**config.mk**
```make
export PLATFORM = sky130hd
export DESIGN_NAME = io_periph_flat
export DESIGN_NICKNAME = d
export VERILOG_FILES = /design/src/rtl/io_pkg.sv /design/src/rtl/io_periph_if.sv /design/src/rtl/io_uart_tx.sv /design/src/rtl/io_periph.sv /design/src/flat_wrapper.sv
export SDC_FILE = /design/constraint.sdc
export NUM_CORES = 1
export LEC_CHECK = 0
export CAP_MARGIN = 20
export CORE_AREA = 5 5 239 125
export CTS_BUF_LIST = sky130_fd_sc_hd__clkbuf_16
export DETAILED_ROUTE_END_ITERATION = 10
export DIE_AREA = 0 0 244 130
export HOLD_SLACK_MARGIN = 0.05
export PLACE_DENSITY_LB_ADDON = 0.08
export SLEW_MARGIN = 20
export SYNTH_ARGS = -nofsm -noshare
export SYNTH_HDL_FRONTEND = slang
export SYNTH_SLANG_ARGS = --single-unit
```
**constraint.sdc**
```tcl
create_clock -name clk -period 3.36 [get_ports clk]
set_input_delay 0.84 -clock clk [delete_from_list [all_inputs] [get_ports clk]]
set_output_delay 0.84 -clock clk [all_outputs]
set_load 0.05 [all_outputs]
```
**src/rtl/io_pkg.sv**
```systemverilog
// -----------------------------------------------------------------------------
// io_pkg -- shared definitions for the memory-mapped I/O block.
//   IO_BASE / IO_END : decoded address window; must match the controller.
//   IDX_*            : word register indices, (addr - IO_BASE) >> 2.
//   TCTRL_/TSTAT_/USTAT_* : bit positions inside the control/status words.
//   uart_state_e     : UART serializer FSM states.
// -----------------------------------------------------------------------------
package io_pkg;

  localparam logic [31:0] IO_BASE = 32'h0000_1000;
  localparam logic [31:0] IO_END  = 32'h0000_1027;

  localparam logic [3:0] IDX_LED    = 4'd0;
  localparam logic [3:0] IDX_SW     = 4'd1;
  localparam logic [3:0] IDX_TCTRL  = 4'd2;
  localparam logic [3:0] IDX_TLOAD  = 4'd3;
  localparam logic [3:0] IDX_TCOUNT = 4'd4;
  localparam logic [3:0] IDX_TSTAT  = 4'd5;
  localparam logic [3:0] IDX_TXDATA = 4'd6;
  localparam logic [3:0] IDX_USTAT  = 4'd7;
  localparam logic [3:0] IDX_UDIV   = 4'd8;
  localparam logic [3:0] IDX_SEG    = 4'd9;

  localparam int TCTRL_EN      = 0;
  localparam int TCTRL_AUTO    = 1;
  localparam int TCTRL_IE      = 2;
  localparam int TSTAT_EXP     = 0;
  localparam int USTAT_BUSY    = 0;
  localparam int USTAT_FULL    = 1;
  localparam int USTAT_EMPTY   = 2;
  localparam int USTAT_CNT_LSB = 3;

  typedef enum logic [1:0] {
    UART_IDLE  = 2'd0,
    UART_START = 2'd1,
    UART_DATA  = 2'd2,
    UART_STOP  = 2'd3
  } uart_state_e;

endpackage

```
**src/rtl/io_periph_if.sv**
```systemverilog
// -----------------------------------------------------------------------------
// io_periph_if -- controller-to-peripheral access bus.
//   ioCe     : access enable
//   ioWe     : 1 = write, 0 = read (qualified by ioCe)
//   ioAddr   : byte address
//   ioWtData : write data
//   ioRdData : combinational read data from the peripheral
// master = memory/IO controller side, slave = io_periph side.
// -----------------------------------------------------------------------------
interface io_periph_if;
  logic        ioCe;
  logic        ioWe;
  logic [31:0] ioAddr;
  logic [31:0] ioWtData;
  logic [31:0] ioRdData;

  modport master (output ioCe, ioWe, ioAddr, ioWtData, input ioRdData);
  modport slave  (input ioCe, ioWe, ioAddr, ioWtData, output ioRdData);
endinterface

```
**src/rtl/io_uart_tx.sv**
```systemverilog
// -----------------------------------------------------------------------------
// io_uart_tx -- transmit FIFO plus 8N1 serializer.
//   clk, rst_n : clock, asynchronous active-low reset (flushes FIFO, tx idles 1)
//   push, data : enqueue a byte; dropped when full unless a pop happens too
//   div        : baud divisor, bit period = div+1 clocks, sampled at frame start
//   full, empty, count : FIFO status
//   busy       : serializer is in a frame
//   tx         : serial output, registered, idle high
// -----------------------------------------------------------------------------
module io_uart_tx
  import io_pkg::*;
#(
  parameter int unsigned FIFO_DEPTH = 4
) (
  input  logic                          clk,
  input  logic                          rst_n,
  input  logic                          push,
  input  logic [7:0]                    data,
  input  logic [15:0]                   div,
  output logic                          full,
  output logic                          empty,
  output logic [$clog2(FIFO_DEPTH):0]   count,
  output logic                          busy,
  output logic                          tx
);

  localparam int PTR_W = $clog2(FIFO_DEPTH);
  localparam int CNT_W = PTR_W + 1;

  if (FIFO_DEPTH < 2 || (FIFO_DEPTH & (FIFO_DEPTH - 1)) != 0) begin : g_bad_depth
    $error("io_uart_tx: FIFO_DEPTH must be a power of 2");
  end

  logic [7:0]       fifo_q [FIFO_DEPTH];
  logic [PTR_W-1:0] wr_ptr_q, wr_ptr_d, rd_ptr_q, rd_ptr_d;
  logic [CNT_W-1:0] count_q, count_d;
  logic             pop, push_ok;

  uart_state_e      state_q, state_d;
  logic [15:0]      baud_q, baud_d, div_q, div_d;
  logic [7:0]       shreg_q, shreg_d;
  logic [2:0]       bit_q, bit_d;
  logic             tx_q, tx_d;

  assign full  = (count_q == CNT_W'(FIFO_DEPTH));
  assign empty = (count_q == '0);
  assign count = count_q;
  assign busy  = (state_q != UART_IDLE);
  assign tx    = tx_q;

  // A pop in the same cycle frees a slot, so a push into a full FIFO still lands.
  always_comb begin
    pop      = (state_q == UART_IDLE) && !empty;
    push_ok  = push && (!full || pop);
    wr_ptr_d = wr_ptr_q + PTR_W'(push_ok);
    rd_ptr_d = rd_ptr_q + PTR_W'(pop);
    count_d  = count_q + CNT_W'(push_ok) - CNT_W'(pop);
  end

  // NOTE: the storage array has no reset; the pointers alone decide what is valid,
  // so flushing on reset only needs the pointers and count cleared.
  always_ff @(posedge clk) begin
    if (push_ok) fifo_q[wr_ptr_q] <= data;
  end

  always_comb begin
    state_d = state_q;
    baud_d  = baud_q;
    div_d   = div_q;
    shreg_d = shreg_q;
    bit_d   = bit_q;
    tx_d    = tx_q;
    unique case (state_q)
      UART_IDLE: begin
        tx_d = 1'b1;
        if (pop) begin
          state_d = UART_START;
          shreg_d = fifo_q[rd_ptr_q];
          div_d   = div;
          baud_d  = '0;
          bit_d   = '0;
          tx_d    = 1'b0;
        end
      end
      UART_START: begin
        if (baud_q == div_q) begin
          state_d = UART_DATA;
          baud_d  = '0;
          tx_d    = shreg_q[0];
        end else begin
          baud_d = baud_q + 16'd1;
        end
      end
      UART_DATA: begin
        if (baud_q == div_q) begin
          baud_d = '0;
          if (bit_q == 3'd7) begin
            state_d = UART_STOP;
            tx_d    = 1'b1;
          end else begin
            bit_d   = bit_q + 3'd1;
            shreg_d = shreg_q >> 1;
            tx_d    = shreg_q[1];
          end
        end else begin
          baud_d = baud_q + 16'd1;
        end
      end
      UART_STOP: begin
        if (baud_q == div_q) begin
          state_d = UART_IDLE;
          baud_d  = '0;
        end else begin
          baud_d = baud_q + 16'd1;
        end
      end
      default: begin
        state_d = UART_IDLE;
        tx_d    = 1'b1;
      end
    endcase
  end

  // NOTE: state registers use non-blocking assignments so every flop samples
  // the pre-edge values regardless of statement order.
  always_ff @(posedge clk or negedge rst_n) begin
    if (!rst_n) begin
      wr_ptr_q <= '0;
      rd_ptr_q <= '0;
      count_q  <= '0;
      state_q  <= UART_IDLE;
      baud_q   <= '0;
      div_q    <= '0;
      shreg_q  <= '0;
      bit_q    <= '0;
      tx_q     <= 1'b1;
    end else begin
      wr_ptr_q <= wr_ptr_d;
      rd_ptr_q <= rd_ptr_d;
      count_q  <= count_d;
      state_q  <= state_d;
      baud_q   <= baud_d;
      div_q    <= div_d;
      shreg_q  <= shreg_d;
      bit_q    <= bit_d;
      tx_q     <= tx_d;
    end
  end

endmodule

```
**src/rtl/io_periph.sv**
```systemverilog
// -----------------------------------------------------------------------------
// io_periph -- memory-mapped I/O devices at 0x1000..0x1027.
//   clk, rst_n : clock, asynchronous active-low reset
//   bus        : io_periph_if.slave (ioCe/ioWe/ioAddr/ioWtData in, ioRdData out)
//   sw         : asynchronous board switches (2-flop synchronized)
//   led, seg   : LED and 7-segment registers
//   uart_tx    : 8N1 serial output, idle high
//   irq        : timer interrupt level, EXP & IE
// Optional feature macro IO_PERIPH_IRQ_EN: when undefined, TCTRL.IE is not
// implemented (reads 0, ignores writes) and irq is tied low.
// -----------------------------------------------------------------------------
module io_periph
  import io_pkg::*;
#(
  parameter int unsigned CLK_HZ     = 100_000_000,
  parameter int unsigned FIFO_DEPTH = 4,
  parameter logic [15:0] DIV_RST    = 16'd867
) (
  input  logic        clk,
  input  logic        rst_n,
  io_periph_if.slave  bus,
  input  logic [15:0] sw,
  output logic [15:0] led,
  output logic [31:0] seg,
  output logic        uart_tx,
  output logic        irq
);

  localparam int CNT_W = $clog2(FIFO_DEPTH) + 1;

`ifdef IO_PERIPH_IRQ_EN
  localparam logic [2:0] TCTRL_MASK = 3'b111;
`else
  localparam logic [2:0] TCTRL_MASK = 3'b011;
`endif

  if (CLK_HZ == 0) begin : g_bad_clk
    $error("io_periph: CLK_HZ must be non-zero");
  end

  logic [31:0]      off;
  logic [3:0]       idx;
  logic             hit, wr, rd;
  logic [31:0]      rd_data;

  logic [15:0]      led_q, led_d, udiv_q, udiv_d;
  logic [15:0]      sw_meta_q, sw_meta_d, sw_sync_q, sw_sync_d;
  logic [31:0]      seg_q, seg_d, tload_q, tload_d, tcount_q, tcount_d;
  logic [2:0]       tctrl_q, tctrl_d;
  logic             exp_q, exp_d;

  logic             tx_push, tx_full, tx_empty, tx_busy;
  logic [CNT_W-1:0] tx_count;

  // Addresses below the base wrap to huge offsets and fall outside the window.
  assign off     = bus.ioAddr - IO_BASE;
  assign hit     = bus.ioCe && (off <= (IO_END - IO_BASE));
  assign idx     = off[5:2];
  assign wr      = hit && bus.ioWe;
  assign rd      = hit && !bus.ioWe;
  assign tx_push = wr && (idx == IDX_TXDATA);

  // Ordering inside this block encodes the priorities: W1C is applied before
  // the timer so a same-edge expiry keeps EXP set, and register writes come
  // last so a TLOAD write overrides the decrement.
  always_comb begin
    // NOTE: each _d starts from its hold value so no path leaves it unassigned,
    // which would otherwise infer a latch.
    led_d     = led_q;
    seg_d     = seg_q;
    udiv_d    = udiv_q;
    tctrl_d   = tctrl_q;
    tload_d   = tload_q;
    tcount_d  = tcount_q;
    exp_d     = exp_q;
    sw_meta_d = sw;
    sw_sync_d = sw_meta_q;

    if (wr && idx == IDX_TSTAT && bus.ioWtData[TSTAT_EXP]) exp_d = 1'b0;

    if (tctrl_q[TCTRL_EN]) begin
      if (tcount_q != 32'd0) begin
        tcount_d = tcount_q - 32'd1;
      end else begin
        exp_d = 1'b1;
        if (tctrl_q[TCTRL_AUTO]) tcount_d = tload_q;
        else                     tctrl_d[TCTRL_EN] = 1'b0;
      end
    end

    if (wr) begin
      case (idx)
        IDX_LED:   led_d   = bus.ioWtData[15:0];
        IDX_TCTRL: tctrl_d = bus.ioWtData[2:0] & TCTRL_MASK;
        IDX_TLOAD: begin
          tload_d  = bus.ioWtData;
          tcount_d = bus.ioWtData;
        end
        IDX_UDIV:  udiv_d  = bus.ioWtData[15:0];
        IDX_SEG:   seg_d   = bus.ioWtData;
        default: ;
      endcase
    end
  end

  always_comb begin
    rd_data = '0;
    if (rd) begin
      case (idx)
        IDX_LED:    rd_data[15:0] = led_q;
        IDX_SW:     rd_data[15:0] = sw_sync_q;
        IDX_TCTRL:  rd_data[2:0]  = tctrl_q;
        IDX_TLOAD:  rd_data       = tload_q;
        IDX_TCOUNT: rd_data       = tcount_q;
        IDX_TSTAT:  rd_data[TSTAT_EXP] = exp_q;
        IDX_USTAT: begin
          rd_data[USTAT_BUSY]               = tx_busy;
          rd_data[USTAT_FULL]               = tx_full;
          rd_data[USTAT_EMPTY]              = tx_empty;
          rd_data[USTAT_CNT_LSB +: CNT_W]   = tx_count;
        end
        IDX_UDIV:   rd_data[15:0] = udiv_q;
        IDX_SEG:    rd_data       = seg_q;
        default: ;
      endcase
    end
  end

  always_ff @(posedge clk or negedge rst_n) begin
    if (!rst_n) begin
      led_q     <= '0;
      seg_q     <= '0;
      udiv_q    <= DIV_RST;
      tctrl_q   <= '0;
      tload_q   <= '0;
      tcount_q  <= '0;
      exp_q     <= 1'b0;
      sw_meta_q <= '0;
      sw_sync_q <= '0;
    end else begin
      led_q     <= led_d;
      seg_q     <= seg_d;
      udiv_q    <= udiv_d;
      tctrl_q   <= tctrl_d;
      tload_q   <= tload_d;
      tcount_q  <= tcount_d;
      exp_q     <= exp_d;
      sw_meta_q <= sw_meta_d;
      sw_sync_q <= sw_sync_d;
    end
  end

  io_uart_tx #(.FIFO_DEPTH(FIFO_DEPTH)) u_uart_tx (
    .clk   (clk),
    .rst_n (rst_n),
    .push  (tx_push),
    .data  (bus.ioWtData[7:0]),
    .div   (udiv_q),
    .full  (tx_full),
    .empty (tx_empty),
    .count (tx_count),
    .busy  (tx_busy),
    .tx    (uart_tx)
  );

  assign bus.ioRdData = rd_data;
  assign led          = led_q;
  assign seg          = seg_q;
`ifdef IO_PERIPH_IRQ_EN
  assign irq = exp_q & tctrl_q[TCTRL_IE];
`else
  assign irq = 1'b0;
`endif

endmodule

```
**src/flat_wrapper.sv**
```systemverilog
// flat-port wrapper written by rule: the top's interface ports become plain ports
module io_periph_flat import io_pkg::*;
#(
  parameter int unsigned CLK_HZ     = 100_000_000,
  parameter int unsigned FIFO_DEPTH = 4,
  parameter logic [15:0] DIV_RST    = 16'd867
)
  (clk, rst_n, sw, led, seg, uart_tx, irq, bus_ioCe, bus_ioWe, bus_ioAddr, bus_ioWtData, bus_ioRdData);
  io_periph_if bus_i ();
  input  logic clk;
  input  logic rst_n;
  input  logic [15:0] sw;
  output logic [15:0] led;
  output logic [31:0] seg;
  output logic uart_tx;
  output logic irq;
  input wire logic [$bits(bus_i.ioCe)-1:0] bus_ioCe;
  input wire logic [$bits(bus_i.ioWe)-1:0] bus_ioWe;
  input wire logic [$bits(bus_i.ioAddr)-1:0] bus_ioAddr;
  input wire logic [$bits(bus_i.ioWtData)-1:0] bus_ioWtData;
  output wire logic [$bits(bus_i.ioRdData)-1:0] bus_ioRdData;
  assign bus_i.ioCe = bus_ioCe;
  assign bus_i.ioWe = bus_ioWe;
  assign bus_i.ioAddr = bus_ioAddr;
  assign bus_i.ioWtData = bus_ioWtData;
  assign bus_ioRdData = bus_i.ioRdData;
  io_periph #(.CLK_HZ(CLK_HZ), .FIFO_DEPTH(FIFO_DEPTH), .DIV_RST(DIV_RST)) u_core (.clk(clk), .rst_n(rst_n), .bus(bus_i), .sw(sw), .led(led), .seg(seg), .uart_tx(uart_tx), .irq(irq));
endmodule
```
---- Yosys cells after proc, flatten, opt, wreduce, memory -nomap -nowiden ----
Memories as Yosys holds them, arrays and structs flattened.
Cells that the tools add are included.
storage, ports and cells
  bits in registers ....................... 216
  RAM bits ................................ 32
  input port bits ......................... 84
  word-level logic and storage cells ...... 122
  memories kept ........................... 1
operators by class
  add/sub/neg operators ................... 8
  order comparisons ....................... 1
  equal/unequal tests ..................... 21
  muxes and demuxes ....................... 43
  reductions and logical operators ........ 29
memory list
  memory                   words  width  read ports  clocked after Yosys merged registers in  wr ports  RTL line          RTL
  u_core.u_uart_tx.fifo_q  4      8      1           0                                        1         io_uart_tx.sv:34  logic [7:0] fifo_q [FIFO_DEPTH];
operator list
  operator                                                                count
  32-bit 2-to-1 mux                                                       6
  10-bit one-hot mux with 6 select lines                                  1
  16-bit one-hot mux with 3 select lines                                  1
  32-bit by 6-bit <= comparator with 1-bit output, second input constant  1
  16-bit 2-to-1 mux                                                       2
  16-bit one-hot mux with 2 select lines                                  1
  32-bit nonzero test                                                     1
  32-bit by 1-bit subtractor with 32-bit output, second input constant    1
  32-bit by 13-bit subtractor with 32-bit output, second input constant   1
  8-bit 2-to-1 mux                                                        3
  3-bit one-hot mux with 7 select lines                                   1
  16-bit by 1-bit adder with 16-bit output, second input constant         1
  16-bit == test                                                          1
  4-bit by 3-bit == test with 1-bit output, second input constant         4
  2-bit one-hot mux with 8 select lines                                   1
  8-bit one-hot mux with 2 select lines                                   1
  1-bit 2-to-1 mux                                                        14
  2-bit inequality test, second input constant                            6
  2-bit AND reduction                                                     6
  2-bit 2-to-1 mux                                                        5
  3-bit 2-to-1 mux                                                        3
  1-bit one-hot mux with 9 select lines                                   1
  4-bit by 2-bit == test with 1-bit output, second input constant         2
  4-bit == test, second input constant                                    2
  other kinds (23)                                                        36

---- Depth between registers and ports, before layout ----
  word-level depth ........................ 9
  mapped depth ............................ 12
  mapped depth without buffers ............ 10

---- By module ----
A second synthesis with hierarchy kept.
unflattened totals
  cells, all modules ...................... 1112
  area, all modules ....................... 11987.7 um2
by module, submodules not included
  module      times used  cells an instance  area each (um2)
  io_periph   1           802                8117.8
  io_uart_tx  1           310                3870.0

---- Worst setup path before layout ----
OpenSTA, ideal clock, no wires.
  path kind ............................... input -> output
  start ................................... input bus_ioAddr[4]
  end ..................................... output bus_ioRdData[10]
  arrival time ............................ 3039 ps
  data required time ...................... 2520 ps
  path slack .............................. -519 ps
  cell stages on the path ................. 5
  cells stage by stage .................... clkbuf_1 -> nor4_1 -> clkbuf_1 -> a222oi_1 -> a21oi_1
on the way
  word-level cells in the longest chain between the ends .. 5
  elaborated cells between the ends (all ways) .. 12
  those cells by class .................... 1 x add/sub; 1 x order compare; 5 x eq/ne; 2 x mux; 3 x reduce/logical
RTL lines
  element                                             RTL line            RTL
  start, declared                                     flat_wrapper.sv:19  input wire logic [$bits(bus_i.ioAddr)-1:0] bus_ioAddr;
  32-bit by 13-bit subtractor with 32-bit output (*)  io_periph.sv:56     assign off = bus.ioAddr - IO_BASE;
  32-bit by 6-bit <= comparator with 1-bit output     io_periph.sv:57     assign hit = bus.ioCe && (off <= (IO_END - IO_BASE));
  1-bit logical AND                                   io_periph.sv:57
  1-bit logical AND                                   io_periph.sv:60     assign rd = hit && !bus.ioWe;
  32-bit 2-to-1 mux (*)                               io_periph.sv:108    if (rd) begin
  end, declared                                       flat_wrapper.sv:21  output wire logic [$bits(bus_i.ioRdData)-1:0] bus_ioRdData;
Every way passes the cells marked *; elsewhere a longest branch is shown, timed or not.

---- Worst setup path in the final report ----
  start ................................... input bus_ioAddr[25]
  end ..................................... output bus_ioRdData[7]
on the way
  word-level cells in the longest chain between the ends .. 5
RTL lines
  element                                          RTL line
  32-bit by 13-bit subtractor with 32-bit output   io_periph.sv:56
  32-bit by 6-bit <= comparator with 1-bit output  io_periph.sv:57
  1-bit logical AND                                io_periph.sv:57
  1-bit logical AND                                io_periph.sv:60
  32-bit 2-to-1 mux                                io_periph.sv:108
No other way between the ends.

==> impl_metrics.py <==
metrics = {
    "sta": {
        "tightestPinTransition_ns": 0.926,
        "slew_viol_final": 0,
        "max_slew_margin_pct": 37.7,
        "fmaxAchievable_mhz": 293,
        "period_minus_slack_ns": 3.41,
        "tns_ns": -0.162,
        "final-hold-violation-count": 0,
        "fin_crit_sh_pct": 101,
        "setup_slack_ns": -0.0501,
        "rsz0062_at_grt": "true",
        "fin_skew_ns": 0.0191,
        "setup_violations": 14,
    },
    "yosys": {
        "netlist_area_mm2": 0.0121,
        "synth-seq-area-share_pct": 52.6,
        "ys_ff_latch": 248,
        "yosysUniqueCellTypes": 83,
        "syn_inst": 1132,
        "ys.flop_type": "dfrtp_1",
        "yosysWarnings": 0,
        "syn-num-nets": 1230,
        "synthArstFlopShare_pct": 87.1,
        "synth_area_per_cell_um2": 10.7,
        "synth_edf_count": 32,
    },
    "critical_path": {
        "crit_end": "bus_ioRdData[7]",
        "critical_path.reg2reg.endpoint": "u_core.tcount_q[11]",
        "crit_fanout": 6,
        "worst_path_most_repeated_cell": "buf_12",
        "r2r_start": "u_core.tcount_q[15]",
        "slowest_stage": "or4_4",
        "cp_cell_sequence": "dlygate4sd2_1 > or3_1 > nand2_2 > or4_4 > buf_12 > clkbuf_16 > a21oi_4 > buf_12",
        "worst_r2r_path_depth": 7,
        "setup.worst_path.class": "in2out",
        "startpoint_type": "input port",
        "crit_start": "bus_ioAddr[25]",
        "worstPathRequired_ns": 2.52,
        "worst_path_largest_cell_delay_ns": 0.58,
        "reg2reg_slack_ns": 0.43,
        "critical_path_arrival_ns": 2.57,
        "end_kind": "primary output",
    },
    "clock_network": {
        "clk_latency_ns": 0.55,
        "root_buffer": "clkbuf_16",
        "ctsHoldBuffers": 0,
        "cts_buffers": 25,
        "ctsHtreeMaxLevel": 1,
        "cts_sinks": 248,
        "cts_tree": "done",
        "clk_transition_reported_paths_ns": 0.06,
        "clk_path_buf_depth": 3,
    },
    "floorplan": {
        "start_util_pct": 44.4,
        "pin_count": 166,
        "die_y_um": 130,
        "rows": 43,
        "die_w_um": 244,
        "die_area_mm2": 0.0317,
        "coreArea_mm2": 0.0273,
    },
    "pwr": {
        "combPwrFrac_pct": 8.2,
        "p_sw_uw": 1640,
        "p_int_uw": 5210,
        "p_leak_uw": 0.00717,
        "p_sw_share_pct": 23.9,
        "p_per_area_mw_per_mm2": 408,
        "peakVddDrop_mv": 0.399,
        "pwr-share-clk_pct": 45.3,
        "seqPwrFrac_pct": 46.5,
    },
    "cells_and_area": {
        "nets": 1478,
        "n_antenna_cell": 0,
        "mostFrequentLayoutCells": "209 x dfrtp_1, 194 x nand2_1, 104 x buf_4, 98 x clkdlybuf4s50_1, 60 x nor2_1",
        "syn2layout_area_growth_pct": 38.3,
        "fin_area_mm2": 0.0168,
        "final_layout_size_suffix_gt1_share_pct": 25.5,
        "final_common_cell": "dfrtp_1",
        "nFillCells": 2232,
    },
    "grt": {
        "grt_pass1_wl_um": 61200,
        "grt_overflow_total": 0,
        "grt_use_total_pct": 24.6,
        "antenna_found_initial": 0,
        "grt_max_degree": 85,
        "first_global_vias": 10156,
    },
    "placement": {
        "io_buffers": 162,
        "place_congestion": 0.895,
        "hpwl_um": 28600,
        "dpl_cell_area_mm2": 0.0157,
    },
    "run_status": {
        "outcome": "finished with violations",
        "violations": "negative setup slack",
    },
    "drt": {
        "drc": 0,
        "wire_per_inst_um": 22.7,
        "vias_per_cell": 5.93,
        "drt_iter0_drc": 1360,
        "wl_um": 39900,
        "dr_total_vias": 10429,
        "drt_first_pass_iters": 7,
        "antenna_left": 0,
    },
    "worst_hold_path": {
        "hold_class": "in2async",
    },
    "job": {
        "maxCapViolCount": 0,
    },
}
## sequential cells by signal, summed over array words and instances, names as in the netlist
name / flops
u_core.seg: 32
u_core.tcount_q: 32
u_core.tload_q: 32
u_core.u_uart_tx.fifo_q: 32
u_core.led: 16
u_core.sw_meta_q: 16
u_core.sw_sync_q: 16
u_core.u_uart_tx.baud_q: 16
u_core.u_uart_tx.div_q: 16
u_core.udiv_q: 16
u_core.u_uart_tx.shreg_q: 8
u_core.u_uart_tx.bit_q: 3
u_core.u_uart_tx.count: 3
u_core.tctrl_q: 2
u_core.u_uart_tx.rd_ptr_q: 2
u_core.u_uart_tx.state_q: 2
u_core.u_uart_tx.wr_ptr_q: 2
u_core.exp_q: 1
u_core.u_uart_tx.tx: 1
## synthesized netlist by cell type, types with 20 or more instances
cell type  instances  area, um2
a222oi_1          40        400
mux2_1            28        315
mux2_2            25        282
o21ai_0           44        220
clkbuf_1          49        184
nand2_1          196        736
dfrtp_1          209       5230
nor3_1            20        100
a21oi_1           46        230
nand4_1           21        131
edfxtp_1          32        961
nand3_1           24        120
nor2_1            78        293
## timing repair
| action | in CTS | in global routing |
|---|---|---|
| pin swaps | 18 | 20 |
| gates resized for setup | 105 | 30 |
| cloned | 1 | 3 |
| endpoints found under the setup margin | 32 | 31 |
| buffers inserted | 6 | 3 |
## kinds of logic (layout without fill, tap and decap cells)
| group | Yosys count | count (layout) | synth area share (%) |
|---|---|---|---|
| compound gates | 232 | 232 | 13.8 |
| xor+xnor | 29 | 29 | 2.09 |
| fa+ha+maj | 14 | 14 | 1.51 |
| buf+inv | 91 | 357 | 3.20 |
| flops | 248 | 248 | 52.6 |
| mux | 83 | 83 | 8.88 |
| other cells | 1 | 1 | 0.0309 |
| simple gates | 434 | 434 | 17.9 |
## power by group through the flow
stage | Sequential (uW) | Combinational [uW] | Clock (uW)
after floorplan | 3220 | 239 | 0
final | 3180 | 564 | 3100
after detailed placement | 3240 | 554 | 0
after global routing | 3190 | 612 | 3260
after CTS | 3180 | 559 | 3140
after global placement | 3240 | 545 | 0
## metrics by stage
stage / total power, uW / cells / hold slack [ns] / util (%) / setup slack, ns
2_1_floorplan: 3460 / 1132 / 0.331 / - / -0.0199
3_3_place_gp: 3780 / 1700 / 0.333 / 57.4 / -0.456
3_5_place_dp: 3790 / 1700 / 0.336 / 57.4 / -0.467
4_1_cts: 6880 / 1752 / 0.337 / 60.8 / -0.0200
5_1_grt: 7070 / 1758 / 0.331 / 61.4 / -0.102
6_report: 6840 / 1758 / 0.294 / 61.4 / -0.0501
## cell type report
cell class | count | area [um2] | share of cell area [%]
Timing Repair Buffer | 291 | 3120 | 18.6
Sequential cell | 248 | 6370 | 38.0
Clock buffer | 25 | 626 | 3.73
Multi-Input combinational cell | 793 | 5860 | 34.9
Inverter | 21 | 78.8 | 0.470
Tap cell | 360 | 450 | 2.69
Clock inverter | 20 | 269 | 1.60
## how the worst min path moves through the flow
stage / cells past startpoint / from / endpoint / slack (ns)
floorplan: 0 / u_core.sw_meta_q[0] / u_core.sw_sync_q[0] / 0.33
global placement: 0 / u_core.sw_meta_q[0] / u_core.sw_sync_q[0] / 0.33
detailed placement: 0 / u_core.sw_meta_q[4] / u_core.sw_sync_q[4] / 0.34
CTS: 1 / rst_n / u_core.sw_meta_q[3] / 0.34
global route: 1 / rst_n / u_core.u_uart_tx.wr_ptr_q[1] / 0.33
finish: 1 / rst_n / u_core.u_uart_tx.wr_ptr_q[1] / 0.29
## layer usage
metal | GRT usage [%] | up-vias | routed length, um
met3 | 6.08 | 40 | 4250
met5 | 0 | - | 0
met2 | 32.5 | 515 | 15200
li1 | - | 4703 | -
met1 | 40.9 | 5171 | 20000
met4 | 3.51 | 0 | 473
## worst max-delay path, delay by kind of cell
kind                   cells  cell delay (ns)
buffers and inverters      4             0.78
AOI/OAI and AO/OA          1             0.14
and+or+nand+nor            3             0.81
Power figures use the tool's default switching activity.
